==> config.mk <==
export PLATFORM = sky130hd
export DESIGN_NAME = cla_nibble_serial_adder
export DESIGN_NICKNAME = d
export VERILOG_FILES = /design/src/rtl/cla_pkg.sv /design/src/rtl/cla_nibble_serial_adder_cla4.sv /design/src/rtl/cla_nibble_serial_adder.sv
export SDC_FILE = /design/constraint.sdc
export NUM_CORES = 1
export LEC_CHECK = 0
export ABC_AREA = 0
export ABC_CLOCK_PERIOD_IN_PS = 2800
export CORE_UTILIZATION = 49
export DETAILED_ROUTE_END_ITERATION = 12
export PLACE_DENSITY = 0.79
export RECOVER_POWER = 100
export SLEW_MARGIN = 20
export SYNTH_ARGS = -nofsm -noshare
export SYNTH_HDL_FRONTEND = slang
export SYNTH_SLANG_ARGS = --single-unit
==> constraint.sdc <==
create_clock -name clk -period 2.8 [get_ports clk]
set_input_delay 0.7 -clock clk [delete_from_list [all_inputs] [get_ports clk]]
set_output_delay 0.7 -clock clk [all_outputs]
set_load 0.02 [all_outputs]
==> src/rtl/cla_pkg.sv <==
// -----------------------------------------------------------------------------
// cla_pkg
// Shared constants and types for the nibble-serial carry-lookahead adder.
//   NIBBLE_W : width of one adder slice (4 bits)
//   state_t  : sequencer states IDLE / RUN / DRAIN / DONE
// -----------------------------------------------------------------------------
package cla_pkg;

  localparam int NIBBLE_W = 4;

  typedef enum logic [1:0] {
    IDLE  = 2'd0,
    RUN   = 2'd1,
    DRAIN = 2'd2,
    DONE  = 2'd3
  } state_t;

endpackage

==> src/rtl/cla_nibble_serial_adder_cla4.sv <==
// -----------------------------------------------------------------------------
// four_bit_carry_lookahead_adder
// One 4-bit carry-lookahead slice with registered sum and carry outputs.
// Outputs update only on edges where i_en is high, so the caller can read
// the previous nibble's result while presenting the next nibble.
// Ports:
//   clk, reset      : clock, asynchronous active-low reset
//   i_en            : load enable for the result registers
//   i_a, i_b        : operand nibbles
//   i_carry_in      : carry into bit 0
//   o_partial_sum   : registered 4-bit sum
//   o_carry_out     : registered carry out of bit 3
//   o_done          : registered copy of i_en (result updated last edge)
// -----------------------------------------------------------------------------
module four_bit_carry_lookahead_adder
  import cla_pkg::*;
(
  input  logic                clk,
  input  logic                reset,
  input  logic                i_en,
  input  logic [NIBBLE_W-1:0] i_a,
  input  logic [NIBBLE_W-1:0] i_b,
  input  logic                i_carry_in,
  output logic [NIBBLE_W-1:0] o_partial_sum,
  output logic                o_carry_out,
  output logic                o_done
);

  logic [NIBBLE_W-1:0] w_g;
  logic [NIBBLE_W-1:0] w_p;
  logic [NIBBLE_W:0]   w_c;
  logic [NIBBLE_W-1:0] w_sum;

  logic [NIBBLE_W-1:0] r_sum;
  logic                r_cout;
  logic                r_done;

  assign w_g = i_a & i_b;
  assign w_p = i_a ^ i_b;

  // Flattened lookahead terms: every carry depends only on g, p and c0.
  assign w_c[0] = i_carry_in;
  assign w_c[1] = w_g[0] | (w_p[0] & w_c[0]);
  assign w_c[2] = w_g[1] | (w_p[1] & w_g[0]) | (w_p[1] & w_p[0] & w_c[0]);
  assign w_c[3] = w_g[2] | (w_p[2] & w_g[1]) | (w_p[2] & w_p[1] & w_g[0])
                | (w_p[2] & w_p[1] & w_p[0] & w_c[0]);
  assign w_c[4] = w_g[3] | (w_p[3] & w_g[2]) | (w_p[3] & w_p[2] & w_g[1])
                | (w_p[3] & w_p[2] & w_p[1] & w_g[0])
                | (w_p[3] & w_p[2] & w_p[1] & w_p[0] & w_c[0]);

  assign w_sum = w_p ^ w_c[NIBBLE_W-1:0];

  always_ff @(posedge clk or negedge reset) begin
    if (!reset) begin
      r_sum  <= '0;
      r_cout <= 1'b0;
      r_done <= 1'b0;
    end else begin
      r_done <= i_en;
      if (i_en) begin
        r_sum  <= w_sum;
        r_cout <= w_c[NIBBLE_W];
      end
    end
  end

  assign o_partial_sum = r_sum;
  assign o_carry_out   = r_cout;
  assign o_done        = r_done;

endmodule

==> src/rtl/cla_nibble_serial_adder.sv <==
// -----------------------------------------------------------------------------
// cla_nibble_serial_adder
// WIDTH-bit adder that reuses a single 4-bit lookahead slice, one nibble per
// clock. Operands are captured on accept, walked LSB nibble first through the
// slice, and the registered partial sums are reassembled into out_sum.
//
// Handshake: a transfer happens on a rising edge where valid && ready are both
// high. in_ready is high only in IDLE; out_valid is high only in DONE and the
// result stays stable until out_ready is seen.
//
// Ports:
//   clk, reset            : clock, asynchronous active-low reset
//   in_valid / in_ready   : operand handshake
//   in_a, in_b, in_carry  : operands and carry into nibble 0
//   out_valid / out_ready : result handshake
//   out_sum, out_carry    : (A+B+cin) mod 2^WIDTH and the carry out of the MSB
//   busy                  : sequencer not in IDLE
//   out_ovf               : signed overflow (only with CLA_SERIAL_OVERFLOW_EN)
//
// Optional macro: CLA_SERIAL_OVERFLOW_EN adds the out_ovf port and its logic.
// Timing: out_valid rises NUM_NIB+1 edges after accept; back-to-back rate is
// one op every NUM_NIB+3 cycles.
// -----------------------------------------------------------------------------
module cla_nibble_serial_adder
  import cla_pkg::*;
#(
  parameter int WIDTH = 32
) (
  input  logic             clk,
  input  logic             reset,
  input  logic             in_valid,
  output logic             in_ready,
  input  logic [WIDTH-1:0] in_a,
  input  logic [WIDTH-1:0] in_b,
  input  logic             in_carry,
  output logic             out_valid,
  input  logic             out_ready,
  output logic [WIDTH-1:0] out_sum,
  output logic             out_carry,
  output logic             busy
`ifdef CLA_SERIAL_OVERFLOW_EN
  ,
  output logic             out_ovf
`endif
);

  localparam int NUM_NIB = WIDTH / NIBBLE_W;
  localparam int IDX_W   = $clog2(NUM_NIB);
  localparam logic [IDX_W-1:0] IDX_ONE  = IDX_W'(1);
  localparam logic [IDX_W-1:0] IDX_LAST = IDX_W'(NUM_NIB - 1);

  if ((WIDTH % NIBBLE_W) != 0 || WIDTH < 8) begin : g_bad_width
    $error("cla_nibble_serial_adder: WIDTH must be a multiple of 4 and >= 8");
  end

  state_t             r_state;
  logic [IDX_W-1:0]   r_idx;
  logic [WIDTH-1:0]   r_a;
  logic [WIDTH-1:0]   r_b;
  logic               r_cin;
  logic [WIDTH-1:0]   r_sum;
  logic               r_carry;

  logic [IDX_W-1:0]    w_prev_idx;
  logic [NIBBLE_W-1:0] w_a_nib;
  logic [NIBBLE_W-1:0] w_b_nib;
  logic                w_slice_en;
  logic                w_slice_cin;
  logic [NIBBLE_W-1:0] w_slice_sum;
  logic                w_slice_cout;
  logic                w_slice_done;

  // Nibble select: {idx, 2'b00} is 4*idx without a multiplier.
  assign w_a_nib    = r_a[{r_idx, 2'b00} +: NIBBLE_W];
  assign w_b_nib    = r_b[{r_idx, 2'b00} +: NIBBLE_W];
  assign w_prev_idx = r_idx - IDX_ONE;

  // The slice registers its carry, so chaining it back in is the ripple
  // between nibbles; nibble 0 takes the captured carry-in instead.
  assign w_slice_cin = (r_idx == '0) ? r_cin : w_slice_cout;
  assign w_slice_en  = (r_state == RUN);

  four_bit_carry_lookahead_adder u_slice (
    .clk           (clk),
    .reset         (reset),
    .i_en          (w_slice_en),
    .i_a           (w_a_nib),
    .i_b           (w_b_nib),
    .i_carry_in    (w_slice_cin),
    .o_partial_sum (w_slice_sum),
    .o_carry_out   (w_slice_cout),
    .o_done        (w_slice_done)   // sequencing is tracked by r_idx instead
  );

  always_ff @(posedge clk or negedge reset) begin
    if (!reset) begin
      r_state <= IDLE;
      r_idx   <= '0;
      r_a     <= '0;
      r_b     <= '0;
      r_cin   <= 1'b0;
      r_sum   <= '0;
      r_carry <= 1'b0;
    end else begin
      case (r_state)
        IDLE: begin
          if (in_valid) begin
            r_a     <= in_a;
            r_b     <= in_b;
            r_cin   <= in_carry;
            r_idx   <= '0;
            r_state <= RUN;
          end
        end
        RUN: begin
          // Slice output now holds the result for the previous nibble.
          if (r_idx != '0) begin
            r_sum[{w_prev_idx, 2'b00} +: NIBBLE_W] <= w_slice_sum;
          end
          if (r_idx == IDX_LAST) begin
            r_idx   <= '0;
            r_state <= DRAIN;
          end else begin
            r_idx <= r_idx + IDX_ONE;
          end
        end
        DRAIN: begin
          r_sum[WIDTH-1 -: NIBBLE_W] <= w_slice_sum;
          r_carry                    <= w_slice_cout;
          r_state                    <= DONE;
        end
        DONE: begin
          if (out_ready) begin
            r_state <= IDLE;
          end
        end
        default: r_state <= IDLE;
      endcase
    end
  end

`ifdef CLA_SERIAL_OVERFLOW_EN
  logic r_ovf;

  // Carry into the MSB is recovered from the MSB sum bit and operand bits.
  always_ff @(posedge clk or negedge reset) begin
    if (!reset) begin
      r_ovf <= 1'b0;
    end else if (r_state == DRAIN) begin
      r_ovf <= (w_slice_sum[NIBBLE_W-1] ^ r_a[WIDTH-1] ^ r_b[WIDTH-1]) ^ w_slice_cout;
    end
  end

  assign out_ovf = r_ovf;
`endif

  assign in_ready  = (r_state == IDLE);
  assign out_valid = (r_state == DONE);
  assign busy      = (r_state != IDLE);
  assign out_sum   = r_sum;
  assign out_carry = r_carry;

endmodule

==> reports/metrics.yaml, run 1 <==
worst_setup_path:
  critPathMaxFanout: 65
  worstPathArrival_ns: 2.92
  crit_start: "in_valid"
  crit_type: "input port to flop"
  slowest_stage: "clkbuf_2"
  max_stage_delay_ns: 1.08
  cp_cell_sequence: "dlygate4sd3_1, nand2_2, clkbuf_2, mux2_2"
  endpoint_kind: "flop"
  cp.required_ns: 3.05
  timing.rr.start: "r_idx[0]$_DFFE_PN0P_"
  crit_path_start_kind: "input port"
timing:
  hold_viol_final: 0
  grt_setup_unrepaired: "no"
  period_share: 0.9563
  min_period_ns: 2.678
  fmax_mhz: 373.5
  setup_violations: 0
  fin_ws_ns: 0.1223
  drv_slew: 66
  slew_headroom: -0.01895
  fin_skew_ns: 0.01054
  whs_ns: 0.5085
  worst_pin_slew_ns: 1.528
  tns_ns: 0
synthesis:
  seq_area_frac_synth: 0.5050
  post_synth_instance_area_um2: 5351
  avgSynthCellArea_um2: 13.15
  ys.flop_type: "dfrtp_1"
  synth_nets: 492
  yosysWarningCount: 0
  post_synth_num_cell_types: 53
  synth_edf_count: 0
  ys_ff_latch: 108
  synthArstFlopShare: 1.000
  netlist_instances: 407
finish:
  drive_gt1_frac: 0.2713
  mostFrequentLayoutCells: "dfrtp_1 (108), mux2_2 (93), clkdlybuf4s50_1 (66)"
  final-instance-count-excl-fill: 652
  final_common_cell: "dfrtp_1"
  nets: 596
  antennaDiodeCount: 0
  area_growth_pct: 24.57
  final_cell_area_um2: 6666
  final_util: 0.6372
route:
  firstDrtPassIters: 4
  drt_wl_total_um: 10900
  vias: 3601
  postRouteAntennaNets: 0
  routedWlPerCell_um: 16.71
  vias_per_cell: 5.523
  drc_errors: 0
  drt_iter0_drc: 132
die:
  rows: 37
  coreArea_um2: 10460
  dieArea_um2: 11340
  io_pins: 105
  die_h_um: 106.5
  dieWidth_um: 106.5
  initial_utilization: 0.5115
power:
  p_leak_nw: 3.009
  power_density_nw_per_um2: 1072
  power_mw: 7.146
  peakVddDrop_mv: 0.4877
global_route:
  grt_pass1_wl_um: 18440
  first_global_vias: 3761
  antenna_found_initial: 0
  grt_max_degree: 66
  track_usage: 0.2101
  overflow: 0
clocking:
  cts_buffers: 9
  ctsHtreeMaxLevel: 3
  cts-root-buf: "clkbuf_8"
  cts_setup_buffers: 0
  ctsLongestPathBuffers: 2
  insertion_delay_ns: 0.37
  cts_tree: "done"
  cts_repair_resize_count: 0
  cts_sinks: 108
  clk_pin_slew_worst_paths_ns: 0.10
  postCtsHoldBufs: 0
placement:
  place_ws_ns: 0.2154
  numPortBuffers: 104
  dp_hpwl_um: 7972
  place_area_um2: 6550
  routabilityCongestion: 0.7977
  dp.cells: 636
worst_hold_path:
  hold_class: "flop to flop"
  hold_path.startpoint: "out_sum[13]$_DFFE_PN0P_"
status:
  violations: "capacitance limit, slew limit"
  status: "complete, but fails checks"
flow_run:
  drv_cap: 1
[state kept, by name (all words and copies together), names as in the netlist]
register,flops
out_carry,1
out_sum,32
r_a,32
r_b,32
r_cin,1
r_idx,3
r_state,2
u_slice.o_carry_out,1
u_slice.o_partial_sum,4
[path summary, 6_finish.rpt]
check                                                  endpoint  slack (ns)  cells after the start
max in group asynchronous                    r_a[4]$_DFFE_PN0P_        0.90                      2
max                                          r_a[4]$_DFFE_PN0P_        0.12                      4
min                                     out_sum[13]$_DFFE_PN0P_        0.51                      1
min in group asynchronous                 out_carry$_DFFE_PN0P_        0.67                      1
max reg2reg                u_slice.o_partial_sum[3]$_DFFE_PN0P_        0.18                     10
min reg2reg                             out_sum[13]$_DFFE_PN0P_        0.51                      1
[final cells by class]
| class | count | area, µm² |
|---|---|---|
| Clock buffer | 11 | 141.4 |
| Clock inverter | 5 | 42.54 |
| Fill cell | 842 | 3796 |
| Inverter | 13 | 48.80 |
| Multi-Input combinational cell | 265 | 2440 |
| Sequential cell | 108 | 2703 |
| Tap cell | 136 | 170.2 |
| Timing Repair Buffer | 114 | 1121 |
[cells in the mapped netlist (3+ instances only)]
cell type / number / area (µm²)
nand3_1: 7 / 35.03
nor2b_1: 5 / 31.28
and2_1: 11 / 68.82
nand2_1: 37 / 138.9
ha_1: 15 / 187.7
a21oi_1: 4 / 20.02
mux4_2: 16 / 360.4
o21ai_0: 4 / 20.02
nand2b_1: 4 / 25.02
nor2_1: 11 / 41.29
buf_6: 3 / 33.78
buf_2: 13 / 65.06
and3_1: 5 / 31.28
nor3_1: 3 / 15.01
a31oi_1: 4 / 25.02
mux2_2: 93 / 1047
dfrtp_1: 108 / 2703
a22o_1: 5 / 43.79
a32oi_1: 4 / 35.03
inv_1: 11 / 41.29
nor2_2: 3 / 18.77
[routing by layer]
| layer | GRT usage | wire length (µm) |
|---|---|---|
| met1 | 0.2734 | 4763 |
| met2 | 0.3567 | 5416 |
| met3 | 0.04169 | 536 |
| met4 | 0.06067 | 179 |
| met5 | 0 | 0 |
[power breakdown]
part           internal [mW]  leakage [nW]  switching (mW)
clock                  0.362        0.0962           0.530
combinational           1.88          1.56            1.74
sequential              2.22          1.35           0.423
total                   4.46          3.01            2.69
[cells by family after synthesis]
family,Yosys count,synth area share
buffers and inverters,34,0.03250
AND/OR/NAND/NOR,96,0.09165
adder cells (fa/ha/maj),16,0.03881
XOR/XNOR,3,0.006314
multiplexers,110,0.2649
flip-flops,108,0.5050
AO/OA/AOI/OAI,40,0.06079
[critical path, delay by kind of cell]
kind	cells	cell delay (ns)
buffers and inverters	2	1.65
AND/OR/NAND/NOR	1	0.07
multiplexers	1	0.43
No activity file was read; power rests on OpenSTA's default activity.
==> run 2: changes to the inputs <==
Settings changed: TNS_END_PERCENT from default to 10.
==> results of run 2 <==
No change in the layout: final DEF, timing and power equal those of run 1.
